===== config.mk =====
export PLATFORM = sky130hd
export DESIGN_NAME = miss_ctrl
export DESIGN_NICKNAME = d
export VERILOG_FILES = /design/src/rtl/cache_pkg.sv /design/src/rtl/victim_sel.sv /design/src/rtl/miss_ctrl.sv
export SDC_FILE = /design/constraint.sdc
export NUM_CORES = 1
export LEC_CHECK = 0
export ABC_CLOCK_PERIOD_IN_PS = 1900
export BUFFER_PORTS_ARGS = -buffer_cell sky130_fd_sc_hd__buf_2
export CORE_AREA = 2 2 257 259
export DETAILED_ROUTE_END_ITERATION = 8
export DIE_AREA = 0 0 259 261
export GPL_ROUTABILITY_DRIVEN = 0
export PLACE_DENSITY_LB_ADDON = 0.2
export RECOVER_POWER = 50
export SETUP_SLACK_MARGIN = 0.3
export SLEW_MARGIN = 30
export SYNTH_ARGS = -nofsm -noshare
export SYNTH_HDL_FRONTEND = slang
export SYNTH_SLANG_ARGS = --single-unit

===== constraint.sdc =====
create_clock -name clk -period 1.9 [get_ports clk]
set_input_delay 0.19 -clock clk [delete_from_list [all_inputs] [get_ports clk]]
set_output_delay 0.19 -clock clk [all_outputs]
set_load 0.03 [all_outputs]

===== src/rtl/cache_pkg.sv =====
// Shared types and constants for the L1 data cache miss/fill sequencer.
package cache_pkg;

  localparam int unsigned TAG_BITS         = 14;
  localparam int unsigned IDX_BITS         = 13;
  localparam int unsigned WAYS             = 4;
  localparam int unsigned LINE_BITS        = 256;
  localparam int unsigned LINE_OFFSET_BITS = 5;
  localparam int unsigned ADDR_BITS        = 32;
  localparam int unsigned BIT_CMD_BITS     = 4;

  typedef enum logic [2:0] {
    IDLE,
    EVICT,
    FILL,
    FILLWR,
    REPLAY
  } state_t;

  localparam logic [BIT_CMD_BITS-1:0] BIT_NOP     = 4'd0;
  localparam logic [BIT_CMD_BITS-1:0] BIT_SET_MOD = 4'd1;
  localparam logic [BIT_CMD_BITS-1:0] BIT_FILL    = 4'd2;

  // Line-aligned main-memory address from a tag and set index.
  function automatic logic [ADDR_BITS-1:0] mm_addr(input logic [TAG_BITS-1:0] tag,
                                                   input logic [IDX_BITS-1:0] idx);
    return {tag, idx, {LINE_OFFSET_BITS{1'b0}}};
  endfunction

endpackage


===== src/rtl/victim_sel.sv =====
// Victim way selection: first invalid way, else tree-PLRU over 4 ways.
module victim_sel
  import cache_pkg::*;
(
  input  logic [WAYS-1:0] val_out,
  input  logic [2:0]      lru,
  output logic [WAYS-1:0] way
);

  always_comb begin
    way = '0;
    if (!val_out[0]) begin
      way = 4'b0001;
    end else if (!val_out[1]) begin
      way = 4'b0010;
    end else if (!val_out[2]) begin
      way = 4'b0100;
    end else if (!val_out[3]) begin
      way = 4'b1000;
    end else if (!lru[0]) begin
      way = lru[1] ? 4'b0010 : 4'b0001;
    end else begin
      way = lru[2] ? 4'b1000 : 4'b0100;
    end
  end

endmodule


===== src/rtl/miss_ctrl.sv =====
// Miss/fill/eviction sequencer for the 4-way write-back, write-allocate L1 D-cache.
module miss_ctrl
  import cache_pkg::*;
(
  input  logic                       clk,
  input  logic                       reset,
  input  logic                       pe_access,
  input  logic                       pe_read,
  input  logic                       pe_write,
  input  logic                       req_hit,
  input  logic [TAG_BITS-1:0]        pe_tag,
  input  logic [IDX_BITS-1:0]        pe_index,
  input  logic [WAYS-1:0]            val_out,
  input  logic [WAYS-1:0]            mod_out,
  input  logic [2:0]                 lru,
  input  logic [WAYS*TAG_BITS-1:0]   tag_out,
  input  logic [LINE_BITS-1:0]       mm_rd,
  input  logic                       mm_valid,
  output logic                       stall,
  output logic [ADDR_BITS-1:0]       mm_a,
  output logic                       mm_read,
  output logic                       mm_write,
  output logic [WAYS-1:0]            evict_way,
  output logic [LINE_BITS-1:0]       fill_data,
  output logic                       fsm_cc_fill,
  output logic                       fsm_cc_ary_write,
  output logic [WAYS-1:0]            fsm_cc_tag_write,
  output logic [BIT_CMD_BITS-1:0]    fsm_bit_cmd,
  output logic                       fsm_bit_cmd_valid
);

  state_t                state_q, state_d;
  logic [WAYS-1:0]       vway_q, vway_d;
  logic [TAG_BITS-1:0]   vtag_q, vtag_d;
  logic [LINE_BITS-1:0]  fill_data_q, fill_data_d;

  logic [WAYS-1:0]       victim;
  logic [TAG_BITS-1:0]   victim_tag;
  logic                  victim_dirty;
  logic                  miss;
  logic                  unused_ok;

  // Read vs write only matters on the hit path, where pe_write alone decides.
  assign unused_ok = pe_read;

  victim_sel u_victim_sel (
    .val_out (val_out),
    .lru     (lru),
    .way     (victim)
  );

  assign miss         = pe_access & ~req_hit;
  assign victim_dirty = |(victim & mod_out & val_out);

  always_comb begin
    victim_tag = '0;
    for (int w = 0; w < int'(WAYS); w++) begin
      if (victim[w]) victim_tag = victim_tag | tag_out[w*TAG_BITS +: TAG_BITS];
    end
  end

  always_ff @(posedge clk) begin
    if (reset) begin
      state_q     <= IDLE;
      vway_q      <= '0;
      vtag_q      <= '0;
      fill_data_q <= '0;
    end else begin
      state_q     <= state_d;
      vway_q      <= vway_d;
      vtag_q      <= vtag_d;
      fill_data_q <= fill_data_d;
    end
  end

  always_comb begin
    state_d           = state_q;
    vway_d            = vway_q;
    vtag_d            = vtag_q;
    fill_data_d       = fill_data_q;
    mm_read           = 1'b0;
    mm_write          = 1'b0;
    mm_a              = '0;
    evict_way         = '0;
    fsm_cc_fill       = 1'b0;
    fsm_cc_ary_write  = 1'b0;
    fsm_cc_tag_write  = '0;
    fsm_bit_cmd       = BIT_NOP;
    fsm_bit_cmd_valid = 1'b0;

    case (state_q)
      IDLE: begin
        if (miss) begin
          // Victim and its tag are frozen here; the PE holds the index from now on.
          vway_d  = victim;
          vtag_d  = victim_tag;
          state_d = victim_dirty ? EVICT : FILL;
        end else if (pe_access && pe_write) begin
          fsm_cc_ary_write  = 1'b1;
          fsm_bit_cmd       = BIT_SET_MOD;
          fsm_bit_cmd_valid = 1'b1;
        end
      end
      EVICT: begin
        mm_write  = 1'b1;
        mm_a      = mm_addr(vtag_q, pe_index);
        evict_way = vway_q;
        if (mm_valid) state_d = FILL;
      end
      FILL: begin
        mm_read = 1'b1;
        mm_a    = mm_addr(pe_tag, pe_index);
        if (mm_valid) begin
          fill_data_d = mm_rd;
          state_d     = FILLWR;
        end
      end
      FILLWR: begin
        fsm_cc_fill       = 1'b1;
        fsm_cc_ary_write  = 1'b1;
        fsm_cc_tag_write  = vway_q;
        fsm_bit_cmd       = BIT_FILL;
        fsm_bit_cmd_valid = 1'b1;
        state_d           = REPLAY;
      end
      REPLAY: begin
        state_d = IDLE;
      end
      default: begin
        state_d = IDLE;
      end
    endcase
  end

  assign stall     = miss | (state_q != IDLE);
  assign fill_data = fill_data_q;

endmodule


Word-level counts from Yosys, hierarchy flattened
Cells that the tools add are included.
{"block": "word_totals", "ff_bits": 277, "inputBits": 357, "out_inout_bits": 306, "word_cells": 53}
{"block": "classes", "n_reduce_logical": 7, "n_eq_ne": 6, "n_mux": 28, "bitwise_logic": 8}
{"cell": "$pmux W32 S2", "count": 1}
{"cell": "$mux W14", "count": 4}
{"cell": "$or A14 B14 Y14", "count": 3}
{"cell": "$mux W4", "count": 8}
{"cell": "$pmux W3 S4", "count": 1}
{"cell": "$mux W3", "count": 3}
{"cell": "$and A4 B4 Y4", "count": 2}
{"cell": "$mux W1", "count": 7}
{"cell": "$eq A3 B2 Y1 const B", "count": 2}
{"cell": "$ne A2 B2 Y1 const B", "count": 3}
{"cell": "$mux W2", "count": 2}
{"cell": "$pmux W2 S2", "count": 1}
{"cell": "$reduce_and A2 Y1", "count": 2}
{"cell": "$reduce_or A4 Y1", "count": 1}
{"cell": "$eq A3 B1 Y1 const B", "count": 1}
{"cell": "$logic_not A3 Y1", "count": 1}
{"cell": "$reduce_and A3 Y1", "count": 1}
{"cell": "$reduce_bool A3 Y1", "count": 1}
{"cell": "$pmux W1 S2", "count": 1}
{"cell": "$and A1 B1 Y1", "count": 1}
{"cell": "$logic_and A1 B1 Y1", "count": 1}
{"cell": "$not A1 Y1", "count": 1}
{"cell": "$or A1 B1 Y1", "count": 1}

Logic depth before layout (Yosys ltp)
{"block": "logic_depth", "word_depth": 13, "depth_mapped": 8}

Cells and area by module
From an unflattened synthesis, not the netlist that was laid out.
{"block": "hier_totals", "hier_cells": 1304, "area_unflattened_um2": 11792.6}
{"module": "miss_ctrl", "instances": 1, "area_per_inst_um2": 11723.7, "cells_per_inst": 1293}
{"module": "victim_sel", "instances": 1, "area_per_inst_um2": 68.8, "cells_per_inst": 11}

Least setup slack after synthesis
Ideal clock, no wire load.
{"block": "synth_path", "path_kind": "register -> output", "start": "reg state_q[0]", "end": "out fsm_cc_ary_write", "arrival_time_ns": 2.065, "path_slack_ns": -0.355, "required_ns": 1.710, "path_buffers": 2, "path_stages_with_launch": 5, "path_cell_list": "dfxtp_1 -> clkbuf_1 -> nor3b_1 -> or2_2 -> buf_4"}
{"block": "synth_via", "elab_chain_len": 2}
{"element": "from (decl)", "line_no": "miss_ctrl.sv:32", "text": "state_t state_q, state_d;"}
{"element": "from (signal assigned)", "line_no": "miss_ctrl.sv:69", "text": "state_q <= state_d;"}
{"element": "$eq A3 B2 Y1 or $logic_not A3 Y1 (tied branches)"}
{"element": "$pmux W1 S2 *"}
{"element": "to (decl)", "line_no": "miss_ctrl.sv:26", "text": "output logic fsm_cc_ary_write,"}
Mark *: on every way between the ends. The rest lies on a longest branch, timed or not.

Worst setup path in the final report
{"block": "layout_path", "start": "reg state_q[2]", "end": "out mm_a[19]"}
{"block": "layout_via", "elab_chain_len": 2}
{"element": "$eq A3 B2 Y1 or $eq A3 B1 Y1 (tied branches)", "line_no": "miss_ctrl.sv:91", "text": "case (state_q)"}
{"element": "$pmux W32 S2 *", "line_no": "miss_ctrl.sv:91"}
{"element": "to (decl)", "line_no": "miss_ctrl.sv:20", "text": "output logic [ADDR_BITS-1:0] mm_a,"}
Marked as above.

==> tab_implementation.tex <==
\begin{tabular}{lr}
\hline
Metric & Value \\
\hline
\multicolumn{2}{l}{\textbf{Status}} \\
Status & finished with violations \\
Violations in the final reports & setup timing \\
\multicolumn{2}{l}{\textbf{Floorplan}} \\
Starting Density & 15.8\% \\
Core Rows & 94 \\
Die H & 261 um \\
Standard cell core area & 65000 um2 \\
X dimension of the die & 259 um \\
Die area & 67600 um2 \\
Number of placed I/O pins & 663 \\
\multicolumn{2}{l}{\textbf{Setup path}} \\
Worst Setup Start Kind & flop \\
Slowest cell delay on critical path & 340 ps \\
CP Buf/Inv Count & 4 \\
Worst-path fanout max & 7 \\
Family with the most delay on the worst path & buffers and inverters \\
CP cell instances & buf\_6 -> nor3b\_4 -> buf\_6 -> buf\_8 -> a22o\_1 -> buf\_6 \\
Slowest CP cell & dfxtp\_2 \\
CP dominant cell by count & buf\_6 \\
Category of the most critical setup path & flop to output pin \\
Data arrival time of the worst path & 1800 ps \\
Nature of the critical path endpoint & output pin \\
Required time at the worst-slack endpoint & 1710 ps \\
\multicolumn{2}{l}{\textbf{CTS}} \\
Clk pin slew, worst setup/hold paths & 60 ps \\
Clock tree from TritonCTS & built \\
Number of levels in the clock H-tree & 2 \\
Number of CTS-inserted buffers & 35 \\
Number of buffers on the longest clock path & 3 \\
CTS Root Buffer Type & clkbuf\_16 \\
CTS sink cnt & 277 \\
Clk\_lat worst skew & 540 ps \\
\multicolumn{2}{l}{\textbf{Yosys}} \\
Leading cell type by number of instances after synthesis & nand2\_1 \\
Sequential share of the synthesized area & 53.9\% \\
Cell area after technology mapping & 10300 um2 \\
Async SR Flop Fraction & 0\% \\
Post-synth top area share & 53.9\% \\
Avg Synthesized Cell Area & 7.93 um2 \\
Number of cells produced by synthesis & 1297 \\
Most area-consuming cells after synthesis & dfxtp\_1 (54\%), nand2\_1 (19\%), a21oi\_1 (13\%), buf\_4 (2.3\%), clkbuf\_1 (1.8\%) \\
Leading post-synthesis cells by instance count & nand2\_1 (524), dfxtp\_1 (277), a21oi\_1 (261), clkbuf\_1 (48), buf\_4 (32) \\
Number of synthesis warnings & 0 \\
Synth Register Bits & 277 \\
Unique cell type count in the Yosys netlist & 32 \\
Area leader, netlist & dfxtp\_1 \\
Post-synth EDFFs & 0 \\
Main synth FF type & dfxtp\_1 \\
\multicolumn{2}{l}{\textbf{Finish}} \\
Area growth from synthesis to layout & 117\% \\
Share of cells above drive strength 1 & 44.5\% \\
Final Instance Count excl. Fillers & 3182 \\
Fill cell instance count of the final layout & 6765 \\
Nets & 2648 \\
Layout Cell Area excl Fill & 22300 um2 \\
\multicolumn{2}{l}{\textbf{Timing}} \\
Worst-Margin Slew & 532 ps \\
Max Clock Freq & 503 MHz \\
Final setup skew & 15.3 ps \\
Max\_slew headroom & 64.6\% \\
Final cycle utilization of the critical path & 105\% \\
Final worst slack & -89.1 ps \\
Max-slew violation total from the final report & 0 \\
Final-report setup violation count & 41 \\
Clock period minus worst slack & 1990 ps \\
Setup repair after global routing missed its margin & true \\
Final hold vios & 0 \\
\multicolumn{2}{l}{\textbf{Detailed routing}} \\
Via/cell ratio & 4.09 \\
Number of nets still failing antenna checks after routing & 0 \\
Drt total wl & 53300 um \\
DR DRC count & 0 \\
Iteration-0 DRC count of the detailed router & 527 \\
Via total after detailed routing & 13000 \\
Routed length per placed instance & 16.8 um \\
Drt first pass iters & 4 \\
\multicolumn{2}{l}{\textbf{Run}} \\
Number of violations of the max-capacitance limit & 0 \\
\multicolumn{2}{l}{\textbf{Placement}} \\
Standard cell area after detailed placement & 14800 um2 \\
HPWL after DPL & 33400 um \\
Post-Place Cells & 2764 \\
Port-buffer cells & 654 \\
\multicolumn{2}{l}{\textbf{GRT}} \\
Antenna violations before repair & 2 \\
First-pass GRT wire length & 72600 um \\
Global Route Usage Sum & 13.8\% \\
Remaining global-route overflow & 0 \\
Vias in the first global route & 12700 \\
Maximum number of pins on one net before global-route repair & 66 \\
\multicolumn{2}{l}{\textbf{Power}} \\
Worst IR Drop VDD & 0.488 mV \\
Leakage power summed over all cells & 9.45 nW \\
P per Cell Area & 800 nW/um2 \\
\multicolumn{2}{l}{\textbf{Min path}} \\
Path type of the worst min-delay path & input pin to flop \\
\hline
\end{tabular}
worst register-to-register path: stages, from the launching register on:
cell and delay (ps):
dfxtp_4 380, nor3b_4 210, buf_4 140, buf_6 80, and2_4 200, buf_8 120
buf_12 110, buf_16 160, buf_12 120, buf_16 150, nand2_4 50, a21oi_2 140
area by class of cell:
type | count | area [um2] | share of cell area [%]
tap | 864 | 1080 | 4.84
inverter | 1 | 6.26 | 0.0280
multi-input combinational | 916 | 6120 | 27.4
antenna | 1 | 2.50 | 0.0112
clock inverter | 8 | 126 | 0.566
sequential | 277 | 5550 | 24.9
clock buffer | 55 | 1030 | 4.62
timing repair buffer | 1060 | 8390 | 37.6
registers in the layout, indices dropped and copies added, names as in the netlist:
name / cells
fill_data: 256
state_q: 3
vtag_q: 14
vway_q: 4
power by group:
| group | switching, mW | total, mW | leakage (nW) | internal, mW |
|---|---|---|---|---|
| combinational | 2.57 | 4.73 | 6.64 | 2.16 |
| clock | 2.68 | 6.82 | 0.567 | 4.14 |
| sequential | 0.174 | 6.29 | 2.25 | 6.12 |
| total | 5.42 | 17.8 | 9.45 | 12.4 |
kinds of logic (layout without fill, tap and decap cells):
kind of cell           Yosys count  after routing  share of synthesized area (%)
other                            1              8                         0.0365
flip-flops                     277            277                           53.9
multiplexers                     4              4                          0.402
buffers and inverters          110           1124                           5.66
AND/OR/NAND/NOR                582            582                           22.4
AO/OA/AOI/OAI                  323            323                           17.6
timing repair:
item                                    4_1_cts  5_1_grt
hold endpoints to repair                    263        0
endpoints found under the setup margin      244      313
hold buffers                                264        0
setup buffers                                29       25
gates cloned                                 20       16
resized for setup                           272      397
pin swaps                                    68      190
metal layers:
layer / wire length (um) / part of all wire [%] / global-route usage [%] / up-vias
met3: 3460 / 6.5 / 3.16 / 106
met4: 1890 / 3.5 / 5.14 / 0
li1: - / - / - / 6252
met2: 27700 / 52 / 25.8 / 491
met1: 20300 / 38 / 15.1 / 6162
met5: 0 / 0 / 0 / -
worst paths after layout:
check | startpoint | endpoint | slack, ps | cells after the start
setup reg to reg | state_q[1] | fill_data[10] | -20 | 11
hold / removal | tag_out[29] | vtag_q[1] | 30 | 3
setup / recovery | state_q[2] | mm_a[19] | -90 | 6
hold reg to reg | fill_data[9] | fill_data[9] | 450 | 2
metrics by stage:
stage / setup WS (ps) / hold slack (ps) / TNS [ps] / total power, mW / utilization (%)
after global placement: 171 / 431 / 0 / 9.26 / 22.8
after global routing: -172 / 28.1 / -11750 / 18.6 / 34.3
after detailed placement: 148 / 437 / 0 / 9.28 / 22.8
final: -89.1 / 34.9 / -2360 / 17.8 / 34.3
after floorplan: 212 / 326 / 0 / 8.10 / -
after CTS: -145 / 0.348 / -4280 / 17.5 / 31.5
placed cells by master, fill, tap and decap left out, types with 17 or more instances in the layout:
cell           Yosys  routed
buf_2             27     409
nand2_2            0      44
buf_12             0      39
a21oi_2            0     168
dfxtp_1          277     274
buf_4             32      35
buf_16             0      24
buf_6              2      60
dlygate4sd3_1      0     264
nand2_4            0     127
nor2_1            19      17
a21oi_1          261      93
clkbuf_16          0      48
nand2_1          524     351
clkbuf_1          48     213
Power figures use the tool's default switching activity.
